[src/rtl/fmul_operand_gen.sv]
// Operand sequencer for the fmul test harness: IEEE-754 special-value sweep, then LFSR pairs,
// plus a copy of each pair delayed by the fmul pipeline depth for ILA capture.
//
// state   | meaning
// --------+--------------------------------------------------------------
// IDLE    | after reset, waiting for start
// SPECIAL | issuing the 64 special-value pairs, indexed by idx
// RANDOM  | issuing NUM_RANDOM LFSR pairs, indexed by rcnt
// DONE    | sequence complete, waiting for start to rerun
module fmul_operand_gen #(
  parameter logic [31:0] SEED1      = 32'h00000001,
  parameter logic [31:0] SEED2      = 32'h0000ACE1,
  parameter int          NUM_RANDOM = 1024,
  parameter int          LATENCY    = 2
) (
  input  logic        clk,
  input  logic        reset,
  input  logic        start,
  input  logic        hold,
  output logic [31:0] op1,
  output logic [31:0] op2,
  output logic        op_valid,
  output logic [31:0] op1_aligned,
  output logic [31:0] op2_aligned,
  output logic        aligned_valid,
  output logic        busy,
  output logic        done,
  output logic [15:0] count
);

  typedef enum logic [1:0] {S_IDLE, S_SPECIAL, S_RANDOM, S_DONE} state_t;

  localparam logic [31:0] SEED1_EFF = (SEED1 == 32'd0) ? 32'd1 : SEED1;
  localparam logic [31:0] SEED2_EFF = (SEED2 == 32'd0) ? 32'd1 : SEED2;
  localparam logic [15:0] RLAST     = 16'(NUM_RANDOM - 1);
  localparam logic [31:0] MASK      = 32'h80200003;

  function automatic logic [31:0] special(input logic [2:0] i);
    case (i)
      3'd0:    return 32'h00000000;
      3'd1:    return 32'h80000000;
      3'd2:    return 32'h3F800000;
      3'd3:    return 32'hC0000000;
      3'd4:    return 32'h7F7FFFFF;
      3'd5:    return 32'h00800000;
      3'd6:    return 32'h7F800000;
      default: return 32'h7FC00000;
    endcase
  endfunction

  function automatic logic [31:0] lfsr_step(input logic [31:0] x);
    return x[0] ? ((x >> 1) ^ MASK) : (x >> 1);
  endfunction

  state_t      state_q, state_d;
  logic [5:0]  idx;
  logic [15:0] rcnt;
  logic [31:0] lfsr1, lfsr2;
  logic        issue, restart;

  always_ff @(posedge clk or negedge reset) begin
    if (!reset) state_q <= S_IDLE;
    else        state_q <= state_d;
  end

  always_comb begin
    state_d = state_q;
    case (state_q)
      S_IDLE, S_DONE: if (start) state_d = S_SPECIAL;
      S_SPECIAL:      if (!hold && idx == 6'd63) state_d = S_RANDOM;
      S_RANDOM:       if (!hold && rcnt == RLAST) state_d = S_DONE;
      default:        state_d = S_IDLE;
    endcase
  end

  always_comb begin
    busy    = (state_q == S_SPECIAL) || (state_q == S_RANDOM);
    done    = (state_q == S_DONE);
    issue   = busy && !hold;
    restart = (state_q == S_IDLE || state_q == S_DONE) && start;
  end

  always_ff @(posedge clk or negedge reset) begin
    if (!reset) begin
      idx      <= '0;
      rcnt     <= '0;
      lfsr1    <= SEED1_EFF;
      lfsr2    <= SEED2_EFF;
      op1      <= '0;
      op2      <= '0;
      op_valid <= 1'b0;
      count    <= '0;
    end else begin
      op_valid <= issue;
      if (restart) begin
        idx   <= '0;
        rcnt  <= '0;
        count <= '0;
        lfsr1 <= SEED1_EFF;
        lfsr2 <= SEED2_EFF;
      end else if (issue) begin
        count <= count + 16'd1;
        if (state_q == S_SPECIAL) begin
          op1 <= special(idx[5:3]);
          op2 <= special(idx[2:0]);
          idx <= idx + 6'd1;
        end else begin
          op1   <= lfsr1;
          op2   <= lfsr2;
          lfsr1 <= lfsr_step(lfsr1);
          lfsr2 <= lfsr_step(lfsr2);
          rcnt  <= rcnt + 16'd1;
        end
      end
    end
  end

  // Delay line runs every cycle, independent of hold, to match the free-running fmul.
  generate
    if (LATENCY == 0) begin : g_nodly
      assign aligned_valid = op_valid;
      assign op1_aligned   = op1;
      assign op2_aligned   = op2;
    end else begin : g_dly
      logic [64:0] dly [LATENCY];
      always_ff @(posedge clk or negedge reset) begin
        if (!reset) begin
          for (int i = 0; i < LATENCY; i++) dly[i] <= '0;
        end else begin
          dly[0] <= {op_valid, op1, op2};
          for (int i = 1; i < LATENCY; i++) dly[i] <= dly[i-1];
        end
      end
      assign {aligned_valid, op1_aligned, op2_aligned} = dly[LATENCY-1];
    end
  endgenerate

endmodule

[config.mk]
export PLATFORM = sky130hd
export DESIGN_NAME = fmul_operand_gen
export DESIGN_NICKNAME = d
export VERILOG_FILES = /design/src/rtl/fmul_operand_gen.sv
export SDC_FILE = /design/constraint.sdc
export NUM_CORES = 1
export LEC_CHECK = 0
export ABC_AREA = 0
export BUFFER_PORTS_ARGS = -buffer_cell sky130_fd_sc_hd__buf_2
export CAP_MARGIN = 20
export CORE_ASPECT_RATIO = 0.9
export CORE_MARGIN = 1
export CORE_UTILIZATION = 55
export DETAILED_ROUTE_END_ITERATION = 8
export HOLD_SLACK_MARGIN = 0.06
export MAX_ROUTING_LAYER = met4
export PLACE_DENSITY = 0.77
export SLEW_MARGIN = 20
export SYNTH_ARGS = -nofsm -noshare
export SYNTH_HDL_FRONTEND = slang
export SYNTH_SLANG_ARGS = --single-unit
[constraint.sdc]
create_clock -name clk -period 4.25 [get_ports clk]
set_input_delay 0.85 -clock clk [delete_from_list [all_inputs] [get_ports clk]]
set_output_delay 0.85 -clock clk [all_outputs]
set_load 0.02 [all_outputs]
==> results.txt, run 1 <==
initial antenna violation count - 0
Fill cells - 1413
Setup TNS - 0 ns
Slew Viols, Final - 0
CP cell instances - inv_1, ha_1, or2_4, nor2_4, nor2_4, buf_4, a22o_1
worst vdd ir - 0.4481 mV
EDFF count, synth - 0
Critical Path Most Common Cell - nor2_4
Inserted Clock Buffers - 29
Worst path max stage delay - 0.54 ns
syn_area_per_cell - 13.34 µm²
WP data arrival - 3.20 ns
WL final - 20.15 mm
Rel. slew slack - 37.90%
Global Route met1 Usage - 30.45%
hold_buf cts - 0
Cell Area, Synth - 10800 µm²
Root Buffer - clkbuf_16
leading area contributor after synthesis - dfrtp_1
flop2flop setup slack - 1.52 ns
layout cells sized above 1 - 25.36%
status - complete, no violations
number of global-route vias before repair - 6235
initial core utilization - 56.21%
synthesis warning total - 0
M3 GR Usage - 3.412%
hold path start - g_dly.dly[115]
die area - 20210 µm²
top cells by count, synth - dfrtp_1 (290), buf_4 (64), nand2_1 (63), a22o_1 (53), o21ai_0 (52)
CTS clk-pin slew, worst paths - 0.07 ns
number of I/O pins - 152
routability congestion estimate from global placement - 0.7717
HP Class - register to register
drt wl/cell - 17.30 µm
FF-to-FF Start - state_q[0]
Yosys top cell area share - 67.18%
Syn Inst Count - 810
Setup Buffers After CTS - 0
PortBufs - 151
All-Layer GR Usage - 21.29%
Setup Viol. Count Final - 0
kind of start point of the critical path - register
Setup crit start - state_q[0]
Via density - 5.488
sequential fraction of the synthesis area - 69.37%
leading cell type by number of instances after synthesis - dfrtp_1
# rows - 48
pwr/cell area - 755.8 nW/µm²
Net count, final - 909
Crit. End Element - register
critical path class - register to register
Top Usage Layer GRT - met2
Period minus WS final - 2.732 ns
Syn Nets - 824
ys async rst share - 100.0%
clock skew - 0.008657 ns
count of max-cap constraint violations - 0
Reg-to-Reg End - lfsr2[8]
DP Cell Count - 1114
clock latency on the worst-skew pair - 0.54 ns
Resized cells post-CTS - 0
initial drt markers - 412
Most used DFF post-synth - dfrtp_1
fin cells - 1165
final hold vios - 0
DP HPWL - 12.48 mm
slowest CP cell - nor2_4
detailed-route DRC error count - 0
worst slew pin tran - 0.9315 ns
TritonRoute pass-1 iters - 5
Die W - 149.7 µm
pin count of the biggest net entering global routing - 132
Synth area leaders - dfrtp_1 (67%), buf_4 (4.4%), a22o_1 (4.3%)
synth unique cells - 50
Layout area overhead - 14.03%
ANT nets after route - 0
Worst Path Required - 4.72 ns
Final Cycle Share - 64.28%
core area - 19220 µm²
Reg2Reg Depth - 7
CTS tree - built
number of diodes - 0
largest fanout on the critical path - 42
hold depth - 0
H-Tree Depth - 1
Fmax - 366.0 MHz
Max Root-Sink Buffers - 3
Remaining Overflow, GRT - 0
Hold EP - op1_aligned[18]
GR Layer Usage met2 - 32.36%
first-pass GRT wire length - 32.92 mm
Vias - 6393
flops & latches, synth - 299
clk sink count - 299
RSZ-0062 raised after global routing - no
Die Y - 135.0 µm
LEAKAGE - 6.277 nW
-- registers in the layout, indices dropped and copies added, names as in the netlist --
register and flops:
op1_aligned 32, op_valid 1, rcnt 16, lfsr2 32, op2 32, state_q 2, op2_aligned 32, g_dly.dly 65
idx 6, count 16, lfsr1 32, aligned_valid 1, op1 32
-- final cells by class --
type                    instances  area, µm²  area share, %
inverters                       8      30.03         0.2438
flip-flops and latches        299       7493          60.83
clock inverters                 9      152.6          1.239
repair buffers                161      865.8          7.029
clock buffers                  42      854.6          6.938
well taps                     250      312.8          2.539
multi-input cells             396       2609          21.18
-- cells by family after synthesis --
kind of cell / synth area share (%)
muxes: 0.6486
buffers and inverters: 6.555
DFF: 69.37
xor gates and xnor gates: 2.189
AOI/OAI and AO/OA: 12.91
and+or+nand+nor: 7.170
adders and majority gates: 1.158
-- worst max-delay path: cells and delay by family, from the launching register on --
kind	cells	cell delay [ns]
and+or+nand+nor	3	1.11
DFF	1	0.40
adders and majority gates	1	0.41
buffers and inverters	2	0.52
AOI/OAI and AO/OA	1	0.21
-- cells in the final DEF (no fill, tap or decap), types with 3 or more instances in the layout --
cell	n
o31ai_1	5
nand2b_1	3
nand4_1	7
nor2_1	38
ha_1	10
clkbuf_8	8
clkbuf_16	29
a21oi_1	35
nand2_1	63
bufinv_16	4
and3_1	8
xnor2_1	9
xor2_1	18
a221o_1	28
clkbuf_1	5
buf_2	150
mux2i_1	7
dfstp_2	9
a22o_1	53
clkinv_2	3
nor3_2	3
nand3_1	16
o21ai_0	52
inv_1	7
dfrtp_1	290
nor3_1	3
buf_4	8
o22a_1	7
a31oi_1	5
-- worst max path at each step --
stage	endpoint	slack, ns
4_1_cts	lfsr2[21]	1.52
3_3_place_gp	rcnt[2]	1.50
2_1_floorplan	rcnt[6]	2.25
5_1_grt	lfsr2[21]	1.27
3_5_place_dp	lfsr2[21]	1.45
6_report	lfsr2[8]	1.52
-- report_power, final --
part           switching (mW)  internal (mW)
Clock                    1.03           1.63
Sequential              0.477           3.64
Combinational            1.73          0.802
-- through the flow --
stage | hold slack, ns | util [%] | power, mW | instance area (µm²) | setup WS (ns)
3_3_place_gp | 0.3313 | 58.85 | 6.578 | 11310 | 1.498
4_1_cts | 0.3399 | 64.10 | 9.390 | 12320 | 1.516
5_1_grt | 0.3383 | 64.10 | 9.796 | 12320 | 1.268
2_1_floorplan | 0.3312 | - | 6.065 | 10800 | 2.249
6_report | 0.3416 | 64.10 | 9.311 | 12320 | 1.518
3_5_place_dp | 0.3347 | 58.85 | 6.683 | 11310 | 1.453
-- metal layers --
metal,wire length (µm),vias to the layer above
met5,0,-
met4,345,0
met3,1072,27
met2,9652,173
met1,9080,3248
li1,-,2945
(Power assumes the default switching activity.)
==> inputs of run 2 (changes only) <==
- clock period: 4.25 -> 2.85 ns (I/O delays scaled with it)
==> results.txt, run 2 (synthesis results as in run 1) <==
Setup Buffers After CTS - 0
Setup Viol. Count Final - 0
Remaining Overflow, GRT - 0
Inserted Clock Buffers - 29
initial drt markers - 378
CTS tree - built
routability congestion estimate from global placement - 0.8246
Total Power - 13.85 mW
count of max-cap constraint violations - 0
slowest CP cell - nor2_4
initial antenna violation count - 0
clock latency on the worst-skew pair - 0.53 ns
hold depth - 0
most frequent cells in the layout - dfrtp_1 (290), buf_2 (150), nand2_1 (63), a22o_1 (53), o21ai_0 (52)
HP Class - register to register
status - complete, no violations
Final Cycle Share - 89.39%
Net Sw Power - 4.773 mW
Die W - 149.7 µm
core area - 19220 µm²
DP HPWL - 12.44 mm
Die Y - 135.0 µm
Clock Power Share - 28.4%
drt wl/cell - 16.70 µm
Resized cells post-CTS - 0
M3 GR Usage - 3.412%
Max Root-Sink Buffers - 3
Via density - 5.437
initial core utilization - 56.21%
H-Tree Depth - 1
Layout area overhead - 14.65%
CP cell instances - inv_1, ha_1, nand2_1, nor2_1, nor2_4, buf_4, a22o_1
clock skew - 0.01001 ns
pwr/cell area - 1118 nW/µm²
Reg2Reg Depth - 7
WP data arrival - 3.01 ns
pin count of the biggest net entering global routing - 87
All-Layer GR Usage - 20.71%
Crit. End Element - register
TritonRoute pass-1 iters - 5
Global Route met1 Usage - 30.96%
GR Layer Usage met2 - 29.81%
clk sink count - 299
WL final - 19.61 mm
DP Cell Count - 1120
CTS clk-pin slew, worst paths - 0.06 ns
worst slew pin tran - 0.8824 ns
number of I/O pins - 152
die area - 20210 µm²
worst vdd ir - 0.7387 mV
Seq pwr share - 44.2%
critical path class - register to register
Period minus WS final - 2.548 ns
commonest non-fill, non-tap cell in the layout - dfrtp_1
Combinational Power Share - 27.4%
Internal - 9.077 mW
Fmax - 392.5 MHz
final hold vios - 0
largest fanout on the critical path - 38
first-pass GRT wire length - 32.42 mm
LEAKAGE - 6.314 nW
sw frac - 34.46%
Worst Path Required - 3.31 ns
kind of start point of the critical path - register
Root Buffer - clkbuf_16
fin cells - 1174
detailed-route DRC error count - 0
Top reg by flops - g_dly.dly
RSZ-0062 raised after global routing - no
Worst path max stage delay - 0.66 ns
PortBufs - 151
ANT nets after route - 0
number of global-route vias before repair - 6144
# rows - 48
Rel. slew slack - 41.17%
Slew Viols, Final - 0
Net count, final - 916
max reg flops - 65
layout cells sized above 1 - 26.08%
number of diodes - 0
Top Usage Layer GRT - met1
Vias - 6383
Setup TNS - 0 ns
==> run 2: final timing paths <==
kind                                from  slack [ns]         endpoint
max reg2reg                   state_q[0]        0.30        lfsr1[20]
max in group asynchronous          reset        1.50         lfsr2[6]
min                        g_dly.dly[95]        0.34  op2_aligned[30]
max                           state_q[0]        0.30        lfsr1[20]
min in group asynchronous          reset        0.60    g_dly.dly[78]
min reg2reg                g_dly.dly[95]        0.34  op2_aligned[30]
==> run 2: through the flow <==
stage / instance area (µm²) / worst slack (ns) / util (%) / hold slack [ns]
floorplan: 10800 / 0.8491 / - / 0.2744
global placement: 11370 / 0.4192 / 59.15 / 0.3314
detailed placement: 11370 / 0.3352 / 59.15 / 0.3347
CTS: 12390 / 0.2996 / 64.45 / 0.3445
global route: 12390 / 0.1065 / 64.45 / 0.3523
finish: 12390 / 0.3024 / 64.45 / 0.3442
==> run 2: routing by layer <==
layer	up-vias	routed length [µm]
met5	-	0
li1	2969	-
met1	3197	9127
met3	33	1089
met2	184	8979
met4	0	412
==> run 2: critical path, delay by kind of cell (launching register included) <==
| kind | cells | cell delay (ns) |
|---|---|---|
| and+or+nand+nor | 3 | 1.00 |
| buffers and inverters | 2 | 0.49 |
| AOI/OAI and AO/OA | 1 | 0.19 |
| adders and majority gates | 1 | 0.38 |
| DFF | 1 | 0.40 |
==> run 2: cell type report <==
| cell class | count | area [µm²] |
|---|---|---|
| flip-flops and latches | 299 | 7493 |
| fillers | 1426 | 6833 |
| multi-input cells | 396 | 2609 |
| repair buffers | 168 | 933.4 |
| clock buffers | 40 | 837.1 |
| well taps | 250 | 312.8 |
| clock inverters | 13 | 170.2 |
| inverters | 8 | 30.03 |
==> run 2: power by group through the flow <==
| stage | sequential, mW | clock (mW) | combinational (mW) |
|---|---|---|---|
| after detailed placement | 6.20 | 0 | 3.81 |
| after global routing | 6.27 | 4.18 | 4.16 |
| after global placement | 6.16 | 0 | 3.72 |
| after CTS | 6.14 | 4.01 | 3.84 |
| after floorplan | 6.36 | 0 | 2.68 |
| final | 6.13 | 3.93 | 3.79 |
==> run 2: repair_timing <==
action,4_1_cts,5_1_grt
hold buffers,1,0
endpoints found under the setup margin,0,0
hold endpoints to repair,58,0
==> inputs of run 3 (changes only) <==
- GPL_TIMING_DRIVEN: unset -> 0
- PLACE_DENSITY: 0.77 -> unset
- PLACE_DENSITY_LB_ADDON: unset -> 0.15
==> results.txt, run 3 (synthesis results as in run 1) <==
status - complete, no violations
clock latency on the worst-skew pair - 0.55 ns
CTS clk-pin slew, worst paths - 0.06 ns
Fmax - 393.3 MHz
ANT nets after route - 0
Period minus WS final - 2.543 ns
Root Buffer - clkbuf_16
initial drt markers - 520
hold depth - 0
Slew Viols, Final - 0
Remaining Overflow, GRT - 0
number of global-route vias before repair - 6558
detailed-route DRC error count - 0
pwr/cell area - 1133 nW/µm²
flop2flop setup slack - 0.31 ns
Resized cells post-CTS - 0
critical path class - register to register
Rel. slew slack - 55.28%
Buffers & Inverters on Critical Path - 2
TritonRoute pass-1 iters - 5
Reg2Reg Depth - 7
hold_buf cts - 1
Setup Viol. Count Final - 0
Worst path max stage delay - 0.53 ns
pin count of the biggest net entering global routing - 91
final hold vios - 0
Max Root-Sink Buffers - 3
most frequent cells in the layout - dfrtp_1 (290), buf_2 (161), buf_4 (64), nand2_1 (63), a22o_1 (53)
max reg flops - 65
# rows - 48
number of I/O pins - 152
Worst Path Required - 3.30 ns
Largest delay share family, worst path - compound AO/OA/AOI/OAI gates
drt wl/cell - 17.16 µm
Setup crit start - idx[0]
commonest non-fill, non-tap cell in the layout - dfrtp_1
slowest CP cell - o21ai_0
Layout area overhead - 20.80%
Net count, final - 1010
kind of start point of the critical path - register
number of diodes - 0
Setup Buffers After CTS - 0
core area - 19220 µm²
Final Cycle Share - 89.22%
hold path start - g_dly.dly[68]
Vias - 6837
Top reg by flops - g_dly.dly
Inserted Clock Buffers - 29
FF-to-FF Start - idx[0]
Critical Path Most Common Cell - o21ai_0
largest fanout on the critical path - 6
worst vdd ir - 0.5745 mV
Die Y - 135.0 µm
Area after DPL - 11960 µm²
DP HPWL - 13.95 mm
die area - 20210 µm²
routability congestion estimate from global placement - 0.8243
CTS tree - built
PortBufs - 151
fin area - 13050 µm²
HP Class - register to register
first-pass GRT wire length - 35.38 mm
Final Util - 67.90%
RSZ-0062 raised after global routing - no
count of max-cap constraint violations - 0
initial antenna violation count - 0
H-Tree Depth - 1
CP cell instances - clkbuf_1, inv_1, ha_1, o311a_1, o21ai_0, o21ai_0, o21ai_0
LEAKAGE - 6.725 nW
Via density - 5.388
clock skew - 0.007497 ns
Hold EP - op2_aligned[3]
WL final - 21.77 mm
layout cells sized above 1 - 29.93%
worst slew pin tran - 0.6638 ns
WP data arrival - 2.99 ns
clk sink count - 299
Crit. End Element - register
initial core utilization - 56.21%
Reg-to-Reg End - op2[24]
All-Layer GR Usage - 23.19%
Die W - 149.7 µm
[run 3: metrics by stage]
stage | setup slack [ns] | instances | power [mW] | hold WS (ns) | setup TNS [ns]
4_1_cts | 0.3093 | 1269 | 14.91 | 0.3382 | 0
5_1_grt | 0.07136 | 1269 | 15.57 | 0.3392 | 0
3_3_place_gp | -4.081 | 1211 | 10.48 | 0.3312 | -1197.39
6_report | 0.3072 | 1269 | 14.79 | 0.3439 | 0
3_5_place_dp | 0.3498 | 1214 | 10.62 | 0.3347 | 0
2_1_floorplan | 0.8491 | 810 | 9.044 | 0.2744 | 0
[run 3: how the worst max path moves through the flow]
stage / end / slack (ns) / cells past startpoint
floorplan: rcnt[6] / 0.85 / 8
global placement: op1[18] / -4.08 / 1
detailed placement: lfsr1[1] / 0.35 / 9
CTS: op2[24] / 0.31 / 7
global route: op2[29] / 0.07 / 8
finish: op2[24] / 0.31 / 7
[run 3: final cells by class]
type	instances	area [µm²]
Buffer	107	678.2
Clock buffer	41	840.8
Clock inverter	13	235.2
Fill cell	1409	6168
Inverter	8	30.03
Multi-Input combinational cell	396	2601
Sequential cell	299	7493
Tap cell	250	312.8
Timing Repair Buffer	155	858.3
[run 3: power breakdown]
part / internal (mW) / switching [mW] / total [mW]
Clock: 2.61 / 1.59 / 4.20
Combinational: 1.60 / 2.85 / 4.45
Sequential: 5.43 / 0.709 / 6.14
[run 3: metal layers]
metal | vias to the layer above | global-route usage [%] | share of wire, %
met5 | - | - | 0
met4 | 0 | 6.341 | 2.2
met3 | 40 | 3.514 | 4.9
met2 | 213 | 34.39 | 47
met1 | 3433 | 33.70 | 46
li1 | 3151 | - | -
